File: src/rtl/alu_pkg.sv
// Shared definitions for the ALU responder: op codes, handshake FSM states
// and bit positions inside the {Z, C, V, N} flag vector.
package alu_pkg;

    localparam logic [3:0] OP_ADD   = 4'h0;
    localparam logic [3:0] OP_SUB   = 4'h1;
    localparam logic [3:0] OP_AND   = 4'h2;
    localparam logic [3:0] OP_OR    = 4'h3;
    localparam logic [3:0] OP_XOR   = 4'h4;
    localparam logic [3:0] OP_NOT   = 4'h5;
    localparam logic [3:0] OP_SHL   = 4'h6;
    localparam logic [3:0] OP_SHR   = 4'h7;
    localparam logic [3:0] OP_ROL   = 4'h8;
    localparam logic [3:0] OP_ROR   = 4'h9;
    localparam logic [3:0] OP_INC   = 4'hA;
    localparam logic [3:0] OP_DEC   = 4'hB;
    localparam logic [3:0] OP_MUL   = 4'hC;
    localparam logic [3:0] OP_DIV   = 4'hD;
    localparam logic [3:0] OP_CMP   = 4'hE;
    localparam logic [3:0] OP_PASSB = 4'hF;

    typedef enum logic {
        ST_IDLE = 1'b0,
        ST_EXEC = 1'b1
    } state_t;

    localparam int F_Z = 3;
    localparam int F_C = 2;
    localparam int F_V = 1;
    localparam int F_N = 0;

endpackage

File: src/rtl/alu_muldiv_seq.sv
// Iterative unsigned multiply (shift-add) and restoring divide, one step per clock.
// done/out are combinational views of the final step so the parent captures them on that edge.
module alu_muldiv_seq
    import alu_pkg::*;
#(
    parameter int WIDTH      = 8,
    parameter int ITER_CNT_W = 4
) (
    input  logic                 clk,
    input  logic                 rst,
    input  logic                 start,
    input  logic                 is_div,
    input  logic [WIDTH-1:0]     op_a,
    input  logic [WIDTH-1:0]     op_b,
    output logic                 done,
    output logic [2*WIDTH-1:0]   out
);

    logic                  run_reg;
    logic                  div_reg;
    logic [ITER_CNT_W-1:0] cnt_reg;
    logic [2*WIDTH-1:0]    work_reg;
    logic [WIDTH-1:0]      opb_reg;

    logic [WIDTH:0]        mul_sum;
    logic [2*WIDTH-1:0]    mul_next;
    logic [WIDTH:0]        div_shift;
    logic [WIDTH:0]        div_diff;
    logic                  div_fits;
    logic [WIDTH-1:0]      div_rem;
    logic [2*WIDTH-1:0]    div_next;
    logic [2*WIDTH-1:0]    step_next;

    // work_reg holds {partial product, multiplier} for MUL and {remainder, quotient} for DIV.
    always_comb begin
        mul_sum   = {1'b0, work_reg[2*WIDTH-1:WIDTH]} + (work_reg[0] ? {1'b0, opb_reg} : '0);
        mul_next  = {mul_sum, work_reg[WIDTH-1:1]};
        div_shift = {work_reg[2*WIDTH-1:WIDTH], work_reg[WIDTH-1]};
        div_diff  = div_shift - {1'b0, opb_reg};
        div_fits  = ~div_diff[WIDTH];
        div_rem   = div_fits ? div_diff[WIDTH-1:0] : div_shift[WIDTH-1:0];
        div_next  = {div_rem, work_reg[WIDTH-2:0], div_fits};
        step_next = div_reg ? div_next : mul_next;
    end

    assign done = run_reg && (cnt_reg == ITER_CNT_W'(1));
    assign out  = step_next;

    always_ff @(posedge clk) begin
        if (rst) begin
            run_reg  <= 1'b0;
            div_reg  <= 1'b0;
            cnt_reg  <= '0;
            work_reg <= '0;
            opb_reg  <= '0;
        end else if (start) begin
            run_reg  <= 1'b1;
            div_reg  <= is_div;
            cnt_reg  <= ITER_CNT_W'(WIDTH);
            work_reg <= {{WIDTH{1'b0}}, op_a};
            opb_reg  <= op_b;
        end else if (run_reg) begin
            work_reg <= step_next;
            cnt_reg  <= cnt_reg - ITER_CNT_W'(1);
            if (done) begin
                run_reg <= 1'b0;
            end
        end
    end

endmodule

File: src/rtl/alu_responder.sv
// ALU side of the alu_en/alu_done handshake: single-cycle ops complete on the accepting
// edge, MUL/DIV run through the iterative datapath; owns the flags and the accumulator.
module alu_responder
    import alu_pkg::*;
#(
    parameter int WIDTH      = 8,
    parameter int ITER_CNT_W = 4
) (
    input  logic                 clk,
    input  logic                 rst,
    input  logic [WIDTH-1:0]     a,
    input  logic [WIDTH-1:0]     b,
    input  logic [3:0]           op,
    input  logic                 alu_en,
    input  logic                 acc,
    output logic [2*WIDTH-1:0]   result,
    output logic [3:0]           flags,
    output logic                 div_zero,
    output logic                 busy,
    output logic                 alu_done
);

    state_t               state_reg;
    logic [WIDTH-1:0]     acc_reg;
    logic                 is_mul_reg;
    logic [2*WIDTH-1:0]   result_reg;
    logic [3:0]           flags_reg;
    logic                 div_zero_reg;
    logic                 busy_reg;
    logic                 done_reg;

    logic [WIDTH-1:0]     op_a;
    logic                 is_mul;
    logic                 is_div;
    logic                 div_by_zero;
    logic                 md_start;
    logic                 md_done;
    logic [2*WIDTH-1:0]   md_out;

    logic [WIDTH-1:0]     sc_res;
    logic [WIDTH-1:0]     sc_hi;
    logic                 sc_c;
    logic                 sc_v;

    assign op_a        = acc ? acc_reg : a;
    assign is_mul      = (op == OP_MUL);
    assign is_div      = (op == OP_DIV);
    assign div_by_zero = (b == '0);
    // Divide by zero never iterates; it is finished by the single-cycle path.
    assign md_start    = (state_reg == ST_IDLE) && alu_en && (is_mul || (is_div && !div_by_zero));

    alu_muldiv_seq #(
        .WIDTH      (WIDTH),
        .ITER_CNT_W (ITER_CNT_W)
    ) u_muldiv (
        .clk    (clk),
        .rst    (rst),
        .start  (md_start),
        .is_div (is_div),
        .op_a   (op_a),
        .op_b   (b),
        .done   (md_done),
        .out    (md_out)
    );

    always_comb begin
        sc_res = '0;
        sc_hi  = '0;
        sc_c   = 1'b0;
        sc_v   = 1'b0;
        case (op)
            OP_ADD: begin
                {sc_c, sc_res} = {1'b0, op_a} + {1'b0, b};
                sc_v = (op_a[WIDTH-1] == b[WIDTH-1]) && (sc_res[WIDTH-1] != op_a[WIDTH-1]);
            end
            OP_SUB, OP_CMP: begin
                {sc_c, sc_res} = {1'b0, op_a} - {1'b0, b};
                sc_v = (op_a[WIDTH-1] != b[WIDTH-1]) && (sc_res[WIDTH-1] != op_a[WIDTH-1]);
            end
            OP_AND:   sc_res = op_a & b;
            OP_OR:    sc_res = op_a | b;
            OP_XOR:   sc_res = op_a ^ b;
            OP_NOT:   sc_res = ~op_a;
            OP_SHL: begin
                sc_res = {op_a[WIDTH-2:0], 1'b0};
                sc_c   = op_a[WIDTH-1];
            end
            OP_SHR: begin
                sc_res = {1'b0, op_a[WIDTH-1:1]};
                sc_c   = op_a[0];
            end
            OP_ROL: begin
                sc_res = {op_a[WIDTH-2:0], op_a[WIDTH-1]};
                sc_c   = op_a[WIDTH-1];
            end
            OP_ROR: begin
                sc_res = {op_a[0], op_a[WIDTH-1:1]};
                sc_c   = op_a[0];
            end
            OP_INC: begin
                {sc_c, sc_res} = {1'b0, op_a} + (WIDTH+1)'(1);
                sc_v = (op_a == {1'b0, {(WIDTH-1){1'b1}}});
            end
            OP_DEC: begin
                {sc_c, sc_res} = {1'b0, op_a} - (WIDTH+1)'(1);
                sc_v = (op_a == {1'b1, {(WIDTH-1){1'b0}}});
            end
            OP_DIV: begin
                sc_res = '1;
                sc_hi  = op_a;
                sc_c   = 1'b1;
            end
            OP_PASSB: sc_res = b;
            default:  sc_res = '0;
        endcase
    end

    always_ff @(posedge clk) begin
        if (rst) begin
            state_reg    <= ST_IDLE;
            acc_reg      <= '0;
            is_mul_reg   <= 1'b0;
            result_reg   <= '0;
            flags_reg    <= '0;
            div_zero_reg <= 1'b0;
            busy_reg     <= 1'b0;
            done_reg     <= 1'b0;
        end else begin
            done_reg <= 1'b0;
            case (state_reg)
                ST_IDLE: begin
                    if (alu_en) begin
                        div_zero_reg <= is_div && div_by_zero;
                        is_mul_reg   <= is_mul;
                        if (md_start) begin
                            state_reg <= ST_EXEC;
                            busy_reg  <= 1'b1;
                        end else begin
                            done_reg       <= 1'b1;
                            flags_reg[F_Z] <= (sc_res == '0);
                            flags_reg[F_C] <= sc_c;
                            flags_reg[F_V] <= sc_v;
                            flags_reg[F_N] <= sc_res[WIDTH-1];
                            // CMP only reports flags; result and accumulator stay put.
                            if (op != OP_CMP) begin
                                result_reg <= {sc_hi, sc_res};
                                acc_reg    <= sc_res;
                            end
                        end
                    end
                end
                ST_EXEC: begin
                    if (md_done) begin
                        state_reg      <= ST_IDLE;
                        busy_reg       <= 1'b0;
                        done_reg       <= 1'b1;
                        result_reg     <= md_out;
                        acc_reg        <= md_out[WIDTH-1:0];
                        flags_reg[F_Z] <= (md_out[WIDTH-1:0] == '0);
                        flags_reg[F_C] <= is_mul_reg && (md_out[2*WIDTH-1:WIDTH] != '0);
                        flags_reg[F_V] <= 1'b0;
                        flags_reg[F_N] <= md_out[WIDTH-1];
                    end
                end
                default: state_reg <= ST_IDLE;
            endcase
        end
    end

    assign result   = result_reg;
    assign flags    = flags_reg;
    assign div_zero = div_zero_reg;
    assign busy     = busy_reg;
    assign alu_done = done_reg;

endmodule

File: config.mk
export PLATFORM = sky130hd
export DESIGN_NAME = alu_responder
export DESIGN_NICKNAME = d
export VERILOG_FILES = /design/src/rtl/alu_pkg.sv /design/src/rtl/alu_muldiv_seq.sv /design/src/rtl/alu_responder.sv
export SDC_FILE = /design/constraint.sdc
export NUM_CORES = 1
export LEC_CHECK = 0
export ABC_AREA = 1
export CELL_PAD_IN_SITES_DETAIL_PLACEMENT = 0
export CELL_PAD_IN_SITES_GLOBAL_PLACEMENT = 2
export CORE_UTILIZATION = 32
export CTS_CLUSTER_SIZE = 8
export DETAILED_ROUTE_END_ITERATION = 6
export GPL_TIMING_DRIVEN = 1
export MAX_ROUTING_LAYER = met4
export PLACE_DENSITY = 0.86
export SETUP_SLACK_MARGIN = 0.05
export SKIP_LAST_GASP = 1
export SLEW_MARGIN = 0
export SYNTH_ARGS = -nofsm -noshare
export SYNTH_HDL_FRONTEND = slang
export SYNTH_SLANG_ARGS = --single-unit
File: constraint.sdc
create_clock -name clk -period 3.3 [get_ports clk]
set_input_delay 0.66 -clock clk [delete_from_list [all_inputs] [get_ports clk]]
set_output_delay 0.66 -clock clk [all_outputs]
set_load 0.005 [all_outputs]
# [After elaboration in Yosys (flattened, before gate mapping)]
# Cells that the tools add are included.
[totals] ff_bits=63
[classes] add_sub_neg=7 n_bitwise=6 n_reduce_logical=24 n_eq_ne=28 mux=40
[ops] operator="case mux 8 bit (14 select lines)" n=1
[ops] operator="2-to-1 mux 16 bit" n=5
[ops] operator="2-to-1 mux 8 bit" n=10
[ops] operator="equality test 4 bit, second input constant" n=8
[ops] operator="case mux 16 bit (2 select lines)" n=1
[ops] operator="zero test 8 bit" n=3
[ops] operator="2-to-1 mux 4 bit" n=5
[ops] operator="adder 8 x 8 -> 9 bit" n=2
[ops] operator="equality test 4 x 3 -> 1 bit, second input constant" n=4
[ops] operator="case mux 8 bit (2 select lines)" n=1
[ops] operator="2-to-1 mux 1 bit" n=11
[ops] operator="adder 8 x 1 -> 9 bit, second input constant" n=1
[ops] operator="subtractor 8 x 1 -> 9 bit, second input constant" n=1
[ops] operator="subtractor 8 x 8 -> 9 bit" n=1
[ops] operator="subtractor 9 x 8 -> 9 bit" n=1
[ops] operator="bitwise AND 8 bit" n=1
[ops] operator="equality test 4 x 1 -> 1 bit, second input constant" n=2
[ops] operator="equality test 4 x 2 -> 1 bit, second input constant" n=2
[ops] operator="equality test 8 x 7 -> 1 bit, second input constant" n=1
[ops] operator="equality test 8 bit, second input constant" n=1
[ops] operator="logical AND 1 bit" n=8
[ops] operator="NOT 8 bit" n=1
[ops] operator="bitwise OR 8 bit" n=1
[ops] operator="case mux 4 bit (2 select lines)" n=1
[ops] operator="20 further kinds" n=32

# [Depth between registers and ports, before layout]
# Gate-level depths: netlist of run 1.
[depth] ltp_word=8 mapped_depth=19 mapped_depth_nobuf=19

# [Modules after synthesis]
# From an unflattened synthesis of run 1, not the netlist that was laid out.
[unflattened] cells_unflattened=978 hier_area_um2=5815.6
[by_module_without_submodules] module="alu_responder" instances=1 seq_area_each_um2=500.5 area_each_um2=3439.5 cells_each=606
[by_module_without_submodules] module="alu_muldiv_seq" instances=1 seq_area_each_um2=600.6 area_each_um2=2376.0 cells_each=372

# [Worst setup path before layout of run 1]
# Ideal clock, no wire load.
[synth_timing] kind="input -> register" start="input port acc" end="register flags_reg[3], in the netlist flags[3]" path_slack_ns=0.560 arrival_ns=2.670 stages=13 cell_sequence="buf_6 -> nand2_2 -> o21ai_4 -> ha_1 -> fa_1 -> or2_2 -> a31oi_1 -> nand3_1 -> nor2_1 -> nand3_1 -> nor3_1 -> nand3_1 -> a21oi_1"
[synth_via] elab_chain_cells=7 word_cells_on_any_way=14
[synth_rtl] item="from (decl)" line_no="alu_responder.sv:15" rtl="input logic acc,"
[synth_rtl] item="2-to-1 mux 8 bit (*)" line_no="alu_responder.sv:45" rtl="assign op_a = acc ? acc_reg : a;"
[synth_rtl] item="subtractor 8 x 1 -> 9 bit, or another cell as far along" line_no="alu_responder.sv:105" rtl="{sc_c, sc_res} = {1'b0, op_a} - (WIDTH+1)'(1);"
[synth_rtl] item="case mux 8 bit (14 select lines) (*)" line_no="alu_responder.sv:71" rtl="case (op)"
[synth_rtl] item="zero test 8 bit (*)" line_no="alu_responder.sv:140" rtl="flags_reg[F_Z] <= (sc_res == '0);"
[synth_rtl] item="2-to-1 mux 4 bit (*)" line_no="alu_responder.sv:135" rtl="if (md_start) begin"
[synth_rtl] item="2-to-1 mux 4 bit (*)" line_no="alu_responder.sv:132" rtl="if (alu_en) begin"
[synth_rtl] item="case mux 4 bit (2 select lines) (*)" line_no="alu_responder.sv:130" rtl="case (state_reg)"
[synth_rtl] item="to (signal, indexed assignment)" line_no="alu_responder.sv:140"
[synth_rtl] item="to (signal, indexed assignment)" line_no="alu_responder.sv:142" rtl="flags_reg[F_V] <= sc_v;"
[synth_rtl] item="to (signal, indexed assignment)" line_no="alu_responder.sv:143" rtl="flags_reg[F_N] <= sc_res[WIDTH-1];"
[synth_rtl] item="to (decl)" line_no="alu_responder.sv:27" rtl="logic [3:0] flags_reg;"
# Every way passes the cells marked *; elsewhere a longest branch is shown, timed or not. The select of a mux whose other input is x is not followed.
# A chain may end at the register's enable or synchronous reset.

# [Final worst setup path of run 1]
[layout_timing] start="input port a[2]" end="register result_reg[7], in the netlist result[7]"
[layout_via] elab_chain_cells=7 word_cells_on_any_way=10
[layout_rtl] item="from (decl)" line_no="alu_responder.sv:11" rtl="input logic [WIDTH-1:0] a,"
[layout_rtl] item="2-to-1 mux 8 bit (*)" line_no="alu_responder.sv:45"
[layout_rtl] item="subtractor 8 x 1 -> 9 bit, or another cell as far along" line_no="alu_responder.sv:105"
[layout_rtl] item="case mux 8 bit (14 select lines) (*)" line_no="alu_responder.sv:71"
[layout_rtl] item="2-to-1 mux 16 bit (*)" line_no="alu_responder.sv:145" rtl="if (op != OP_CMP) begin"
[layout_rtl] item="2-to-1 mux 16 bit (*)" line_no="alu_responder.sv:135"
[layout_rtl] item="2-to-1 mux 16 bit (*)" line_no="alu_responder.sv:132"
[layout_rtl] item="case mux 16 bit (2 select lines) (*)" line_no="alu_responder.sv:130"
[layout_rtl] item="to (signal assigned)" line_no="alu_responder.sv:146" rtl="result_reg <= {sc_hi, sc_res};"
[layout_rtl] item="to (signal assigned)" line_no="alu_responder.sv:157" rtl="result_reg <= md_out;"
[layout_rtl] item="to (decl)" line_no="alu_responder.sv:26" rtl="logic [2*WIDTH-1:0] result_reg;"
# Marked as above.

==> impl_metrics.ini, run 1 <==
[status]
status = complete, no violations

[die]
dieArea_um2 = 18790
core_um2 = 17900
row_count = 49
die_y_um = 137.1
ios = 47
start_util = 0.3262
fp.dieW_um = 137.1

[critical_path]
cp_data_arrival_time_ns = 3.16
crit_type = in -> reg
crit_path_top_delay_cell = clkdlybuf4s50_1
path_cells = clkdlybuf4s50_1 -> inv_1 -> nor2_1 -> nor2_4 -> ha_2 -> inv_1 -> a21oi_1 -> nand2_1 -> nand4_1 -> nand3_1 -> nand3_1 -> nand3_1 -> nor2_2 -> nand2_1 -> nand2_1 -> a21oi_1
crit_path_max_fanout = 9
cp_top_family = simple AND/OR/NAND/NOR gates
cp-end-kind = flip-flop
crit_buf_inv = 3
cp.required_ns = 3.50
critPathMaxStageDelay_ns = 0.45
cp-start-kind = input port

[sta]
worst_slew_pin_slew_ns = 0.6233
setup_viol = 0
rsz0062_at_grt = false
whs_ns = 0.4658
setup_tns_ns = 0
maxSlewViolCount = 0
timing.final.crit_share = 0.8962
fin_skew_ns = 0.006669
timing.fmax_mhz = 338.1
period_minus_slack_ns = 2.957
relSlewSlack = 0.5819
hold_violations = 0
setup_slack_ns = 0.3426

[placement]
place_worst_setup_slack_ns = -0.2374
dp_hpwl_um = 18730
routabilityCongestion = 0.9469
port-buffer-count = 46

[finish]
mostFrequentLayoutCells = nand2_1, inv_1, nor2_1
final_layout_size_suffix_gt1_frac = 0.1360
regArea_um2 = 1101
layout_commonest_cell = nand2_1
antenna_cells = 0
syn_to_final_growth_pct = 24.36
nets = 1165
multiInputGateArea_um2 = 4003
n_fill_cell = 1996
largest_reg_flops = 16

[clocking]
htreeDepth = 2
cts_setup_buffers = 0
path_clk_slew_ns = 0.08
clock_path_buffers = 2
tritoncts = built
worst_skew_pair.late_latency_ns = 0.31
cts_sinks = 55
cts-root-buf = clkbuf_16
cts_buffers = 5

[drt]
first_iter_violations = 463
vias = 6706
drcViolationCount = 0
ant_nets = 0
vias_per_cell = 5.092
routedWlPerCell_um = 17.62
routed_wl_um = 23210
first_pass_iters = 6

[global_routing]
antenna_found_initial = 0
grt_max_degree = 28
track_usage = 0.2651
gr-total-overflow = 0
grt_pass1_vias = 6234
grt_pass1_wl_um = 35580

[power]
switching_share = 0.3873
p_int_uw = 1458
power_switching_uw = 921.7
p_leak_uw = 0.003653
p_seq_frac = 0.309
vdd_drop_max_mv = 0.2113
clkPwrFrac = 0.269
p_comb_frac = 0.421
powerDensity_nw_per_um2 = 327.7

[yosys]
syn-num-nets = 1054
ys_warn_count = 0
ys_seq_area_frac = 0.1886
synthCells = 976
yosys.area.top_type = dfxtp_1
syn_avg_cell_area_um2 = 5.983
synth_top_area_frac = 0.1886
ys_top_cells_by_area = dfxtp_1, nand2_1, ha_1
syn-cell-area_um2 = 5839
synth-seq-cells = 55
yosysUniqueCellTypes = 46

[worst_hold_path]
hp-class = reg -> reg

[flow_run]
maxCapViolCount = 0
[synth_stat cells, drive strengths merged]
cell and n:
nand2 266, inv 154, nor2 113, nand3 81, a21oi 73, o21ai 71
dfxtp 55, ha 50, nand4 25, clkbuf 14, buf 13, a31oi 10
xor2 8, or2 7, o22ai 5, fa 4, o211ai 4, o21bai 4
a221oi 3, nor3 3, nand3b 2, xnor2 2, a41oi 1, clkinv 1
mux2i 1, nand2b 1, nor4 1, o21a 1, o221ai 1, o311ai 1
o31ai 1
[final cells by class]
class                      instances  share of cell area
tap                              229             0.03946
timing repair buffer             131              0.1533
clock buffer                       5             0.01723
inverter                         155             0.08115
clock inverter                     3            0.006030
sequential                        55              0.1516
multi-input combinational        739              0.5512
[per-stage QoR]
stage / cells / total power, uW / utilization / cell area, um^2
after floorplan: 976 / 1305 / - / 5839
after global placement: 1309 / 1748 / 0.3958 / 7086
after detailed placement: 1309 / 1741 / 0.3958 / 7086
after CTS: 1317 / 2388 / 0.4052 / 7254
after global routing: 1317 / 2538 / 0.4056 / 7262
final: 1317 / 2380 / 0.4056 / 7262
[what timing repair did]
item	in CTS	in global routing
hold buffers	0	0
gates resized for setup	0	4
endpoints found under the setup margin	0	7
[power groups by stage]
stage               Clock [uW]  Sequential (uW)  Combinational (uW)
global route               687              742                1110
floorplan                    0              739                 566
global placement             0              753                 995
finish                     641              736                1000
detailed placement           0              752                 989
CTS                        657              737                 994
[cell families (layout without fill, tap and decap cells)]
kind of cell | Yosys count | count (layout) | synth area share
buffers and inverters | 182 | 294 | 0.1268
multiplexers | 1 | 1 | 0.001714
AND/OR/NAND/NOR | 499 | 499 | 0.3709
XOR/XNOR | 10 | 10 | 0.01500
AO/OA/AOI/OAI | 175 | 175 | 0.1761
flip-flops | 55 | 55 | 0.1886
adder cells (fa/ha/maj) | 54 | 54 | 0.1208
[layer usage]
| layer | vias to the layer above | track usage | share of wire |
|---|---|---|---|
| met4 | 0 | 0.09890 | 0.035 |
| li1 | 3380 | - | - |
| met2 | 207 | 0.4184 | 0.46 |
| met5 | - | - | 0 |
| met1 | 3067 | 0.3378 | 0.46 |
| met3 | 52 | 0.04333 | 0.052 |
[path summary, 6_finish.rpt]
path / cells past startpoint / endpoint / start / slack, ns
max: 16 / result[7]$_SDFFE_PP0P_ / a[2] / 0.34
min: 2 / u_muldiv.cnt_reg[2]$_SDFFE_PP0P_ / u_muldiv.cnt_reg[2]$_SDFFE_PP0P_ / 0.47
max reg2reg: 18 / flags[2]$_SDFFE_PP0P_ / u_muldiv.work_reg[7]$_SDFFE_PP0P_ / 0.50
min reg2reg: 2 / u_muldiv.cnt_reg[2]$_SDFFE_PP0P_ / u_muldiv.cnt_reg[2]$_SDFFE_PP0P_ / 0.47
[worst min-delay path: stages (launching register included)]
cell and delay, ns:
dfxtp_1 0.31, nand2_1 0.06, a21oi_1 0.05
Power figures use the tool's default switching activity.
==> run 2, diff against run 1 <==
- ABC_AREA: 1 -> unset
- PLACE_DENSITY: 0.86 -> 0.79
==> run 2 against run 1 <==
Net effect: global-route usage shrank 0.074 points; fmax shrank 10%; sequential share of layout area is 1.2 points lower; die area down 1.5%; count of clock-buffer cells in the layout did not move; sequential cell count did not move; synthesized cell count is 23% lower; critical path type unchanged.
==> impl_metrics.ini, run 2 <==
[drt]
drcViolationCount = 0
routedWlPerCell_um = 20.39
routed_wl_um = 23530
first_iter_violations = 440
ant_nets = 0
first_pass_iters = 5
vias_per_cell = 5.765
vias = 6653

[yosys]
yosysUniqueCellTypes = 85
ys_seq_area_frac = 0.1914
yosys.area_share.simple = 0.2323
syn_avg_cell_area_um2 = 7.620
synth-seq-cells = 55
syn-cell-area_um2 = 5753
yosysMostFrequentCell = nand2_1
synth-xor-area-share = 0.03654
synth_common_cells = nand2_1, a21oi_1, nor2_1, dfxtp_1, ha_1
ys_top_cells_by_area = dfxtp_1, ha_1, a21oi_1
synth_top_area_frac = 0.1914
synth_compound_area_frac = 0.2869
syn-num-nets = 833
ys_warn_count = 0
synthCells = 755
synthFlopType = dfxtp_1
synth-adder-area-share = 0.1227
synth_edf_count = 0
synth_top_family_by_area = compound AO/OA/AOI/OAI gates
yosys.area.top_type = dfxtp_1
ys_async_sr_fraction = 0
synthMuxAreaShare = 0.06590

[critical_path]
crit_top_cell = buf_4
path_cells = buf_6 -> buf_6 -> buf_4 -> mux2i_4 -> clkinv_2 -> ha_1 -> a21o_1 -> a21oi_2 -> buf_4 -> o31ai_1 -> buf_4 -> xnor2_2 -> nor2_1 -> a2111o_1 -> nor4_2 -> a31o_1
cp-end-kind = flip-flop
cp_top_family = compound AO/OA/AOI/OAI gates
critPathMaxStageDelay_ns = 0.41
cp.required_ns = 3.55
crit_buf_inv = 6
cp-start-kind = input port
crit_type = in -> reg
rr_startpoint = u_muldiv.opb_reg[4]$_SDFFE_PP0P_
startpoint = acc
cp_data_arrival_time_ns = 3.54
crit_path_top_delay_cell = a2111o_1
crit_path_max_fanout = 4

[sta]
hold_violations = 0
setup_viol = 0
period_minus_slack_ns = 3.284
relSlewSlack = 0.2037
timing.final.crit_share = 0.9953
setup_tns_ns = 0
maxSlewViolCount = 0
worst_slew_pin_slew_ns = 1.193
whs_ns = 0.4618
rsz0062_at_grt = true
timing.fmax_mhz = 304.5
fin_skew_ns = 0.01362

[clocking]
tritoncts = built
htreeDepth = 2
path_clk_slew_ns = 0.08
cts_buffers = 5
worst_skew_pair.late_latency_ns = 0.30
cts-root-buf = clkbuf_16
clock_path_buffers = 2
cts_hold_buf = 0
cts_sinks = 55

[global_routing]
grt_max_degree = 36
grt_pass1_wl_um = 36340
antenna_found_initial = 0
gr-total-overflow = 0
grt_pass1_vias = 6386
track_usage = 0.2643

[die]
row_count = 48
core_um2 = 17420
ios = 47
dieArea_um2 = 18520
fp.dieW_um = 136.1
die_y_um = 136.1
start_util = 0.3303

[placement]
port-buffer-count = 46
dp_hpwl_um = 18700
place_inst = 1132
routabilityCongestion = 1.012

[finish]
antenna_cells = 0
syn_to_final_growth_pct = 36.60
mostFrequentLayoutCells = buf_4, nand2_1, a21oi_1, nor2_1, dfxtp_1
final_cells = 1154
nets = 1006
largest_reg_flops = 16
final_layout_size_suffix_gt1_frac = 0.2487
layout_commonest_cell = buf_4

[worst_hold_path]
hp-class = reg -> reg
hp-start = busy$_SDFFE_PP0P_

[power]
p_leak_uw = 0.003186
powerDensity_nw_per_um2 = 299.8
vdd_drop_max_mv = 0.2184

[status]
status = complete, no violations

[flow_run]
maxCapViolCount = 0
[run 2: cell types whose count changed in the layout (fill, tap and decap cells not counted), moves of 18 or more]
cell / delta
a211oi_1: +18
buf_4: +76
inv_1: -112
mux2i_1: +20
nand2_1: -172
nand3_1: -62
nor2_1: -41
nor3_1: +29
o21ai_0: -40
[run 2: cell type report]
class / instances / area, um^2
Inverter: 40 / 161.4
Multi-Input combinational cell: 616 / 4444
Sequential cell: 55 / 1101
Clock buffer: 5 / 125.1
Timing Repair Buffer: 210 / 1723
Fill cell: 1785 / 9558
Tap cell: 225 / 281.5
Clock inverter: 3 / 22.52
[run 2: layer usage]
layer  vias up  GRT usage  routed length, um
li1       3155          -                  -
met1      3204     0.3538              10940
met2       249     0.4078              10490
met3        45    0.03095               1310
met4         0    0.09259                794
met5         -          -                  0
[run 2: worst register-to-register path, stage by stage (launching register included)]
cell and delay [ns]:
dfxtp_1 0.37, inv_1 0.08, ha_1 0.36, and2_1 0.21, a221oi_2 0.42, and3_2 0.36
nor3_1 0.11, a221o_1 0.41, nor4_1 0.28, a41o_1 0.27, a31oi_1 0.10
[run 2: worst paths after layout]
| path | end | slack (ns) | depth (start not counted) |
|---|---|---|---|
| setup / recovery | flags[3]$_SDFFE_PP0P_ | 0.02 | 16 |
| hold reg to reg | busy$_SDFFE_PP0P_ | 0.46 | 2 |
| hold / removal | busy$_SDFFE_PP0P_ | 0.46 | 2 |
| setup reg to reg | flags[2]$_SDFFE_PP0P_ | 0.23 | 10 |
[run 2: report_power, final]
group	switching, uW	leakage, uW	internal [uW]
logic	560	0.00266	503
registers	37.4	0.000448	696
clock network	274	0.0000742	286
[run 2: metrics by stage]
stage          instance area, um^2  total power [uW]  setup slack (ns)  utilization
2_1_floorplan                 5784              1239           0.09300            -
3_3_place_gp                  7463              1712           -0.6908       0.4285
3_5_place_dp                  7463              1712           -0.7225       0.4285
4_1_cts                       7760              2325           0.03520       0.4455
5_1_grt                       7859              2475          -0.09361       0.4512
6_report                      7859              2356           0.01552       0.4512
[run 2: cell families after synthesis]
logic type / after synthesis
fa+ha+maj: 54
simple gates: 271
buf+inv: 84
xor+xnor: 24
compound gates: 236
mux: 31
flops: 55
[run 2: what timing repair did]
action	CTS	global route
setup endpoints to repair	10	12
pin swaps	13	10
setup buffers	10	4
resized for setup	26	17
==> run 3, diff against run 2 <==
- ABC_CLOCK_PERIOD_IN_PS: unset -> 3300
- REMOVE_ABC_BUFFERS: unset -> 1
==> run 3 against run 2 <==
Net effect: hold slack improved by 0.0054 ns; sequential cell count did not move; via count fell by 1.5%; first-iteration DRC count rose by 29%; critical path depth fell by 3; sequential power fell by 0.7%; cell count fell by 0.69%; non-clock buffer count fell by 8; critical endpoint unchanged; largest power group unchanged.
==> impl_metrics.ini, run 3 (same netlist as run 2, synthesis figures left out) <==
[status]
status = complete, no violations

[clocking]
cts-root-buf = clkbuf_16
cts_hold_buf = 0
tritoncts = built
clock_path_buffers = 2
htreeDepth = 2
cts_buffers = 5
worst_skew_pair.late_latency_ns = 0.30
path_clk_slew_ns = 0.07
cts_sinks = 55

[drt]
vias_per_cell = 5.719
vias = 6554
routedWlPerCell_um = 20.79
drcViolationCount = 0
first_iter_violations = 569
ant_nets = 0
routed_wl_um = 23820
first_pass_iters = 5

[global_routing]
met3_usage = 0.02946
grt_max_degree = 43
gr-usage-met1 = 0.3679
grt_pass1_vias = 6287
antenna_found_initial = 0
gr-usage-met2 = 0.4219
gr-max-usage-layer = met2
grt_pass1_wl_um = 36610
track_usage = 0.2700
gr-total-overflow = 0

[placement]
port-buffer-count = 46
place_worst_setup_slack_ns = -0.8518
routabilityCongestion = 0.9846
dp_hpwl_um = 19110
place_inst = 1134

[critical_path]
rr_startpoint = u_muldiv.work_reg[7]$_SDFFE_PP0P_
crit_buf_inv = 2
cp-start-kind = input port
crit_path_top_delay_cell = or4_1
path_cells = buf_12 -> mux2i_4 -> inv_4 -> ha_4 -> fa_2 -> a21o_1 -> a21oi_4 -> a2bb2oi_2 -> mux2i_1 -> or4_1 -> nand4b_1 -> nor4_1 -> a31o_1
crit_path_max_fanout = 4
cp.required_ns = 3.55
cp_top_family = simple AND/OR/NAND/NOR gates
critPathMaxStageDelay_ns = 0.49
cp_data_arrival_time_ns = 3.40
crit_type = in -> reg
startpoint = acc
cp-end-kind = flip-flop

[sta]
relSlewSlack = 0.4304
timing.fmax_mhz = 317.5
fin_skew_ns = 0.007091
setup_slack_ns = 0.1507
maxSlewViolCount = 0
worst_slew_pin_slew_ns = 0.8544
hold_violations = 0
period_minus_slack_ns = 3.149
timing.final.crit_share = 0.9543
rsz0062_at_grt = false
setup_viol = 0
setup_tns_ns = 0

[finish]
layout_commonest_cell = buf_4
antenna_cells = 0
regArea_um2 = 1101
nets = 998
mostFrequentLayoutCells = buf_4, nand2_1, a21oi_1, nor2_1, dfxtp_1
syn_to_final_growth_pct = 36.82
n_fill_cell = 1792
final_layout_size_suffix_gt1_frac = 0.2378
final_cells = 1146
multiInputGateArea_um2 = 4456
largest_reg_flops = 16

[die]
fp.dieW_um = 136.1
dieArea_um2 = 18520
core_um2 = 17420
ios = 47
start_util = 0.3303
die_y_um = 136.1
row_count = 48

[power]
p_leak_uw = 0.003184
powerDensity_nw_per_um2 = 306.9
vdd_drop_max_mv = 0.1694

[worst_hold_path]
hp-start = busy$_SDFFE_PP0P_
hp-class = reg -> reg

[flow_run]
maxCapViolCount = 0
## run 3: final cells by class
cell class | instances | area share
Clock buffer | 6 | 0.01637
Tap cell | 225 | 0.03577
Timing Repair Buffer | 202 | 0.2162
Inverter | 40 | 0.02082
Multi-Input combinational cell | 616 | 0.5660
Clock inverter | 2 | 0.004928
Sequential cell | 55 | 0.1399
## run 3: final timing paths
check / to / depth (start not counted) / slack [ns]
max: flags[3]$_SDFFE_PP0P_ / 13 / 0.15
min: busy$_SDFFE_PP0P_ / 2 / 0.47
max reg2reg: flags[2]$_SDFFE_PP0P_ / 12 / 0.28
min reg2reg: busy$_SDFFE_PP0P_ / 2 / 0.47
## run 3: where the power goes
part	leakage (uW)	switching, uW	total, uW	internal [uW]
logic	0.00265	567	1060	493
registers	0.000448	33.3	729	696
clock network	0.0000815	264	627	362
## run 3: routing by layer
metal	wire, um	part of all wire
met1	11270	0.47
met2	10860	0.46
met3	1151	0.048
met4	544	0.023
met5	0	0
## run 3: what timing repair did
action | CTS | global route
pin swaps | 7 | 10
gates cloned | 0 | 0
buffers inserted | 3 | 2
gates resized for setup | 22 | 32
endpoints found under the setup margin | 11 | 16
## run 3: worst min-delay path, cell delays in order (launching register included)
cell,delay (ns)
dfxtp_1,0.32
nand2_1,0.05
a21oi_1,0.06
## run 3: per-stage QoR
step	hold WS, ns	utilization	instance area [um^2]	power [uW]
3_5_place_dp	0.4552	0.4283	7460	1717
2_1_floorplan	0.4260	-	5544	1189
6_report	0.4672	0.4519	7871	2416
3_3_place_gp	0.4440	0.4283	7460	1721
4_1_cts	0.4659	0.4432	7719	2381
5_1_grt	0.4805	0.4519	7871	2532
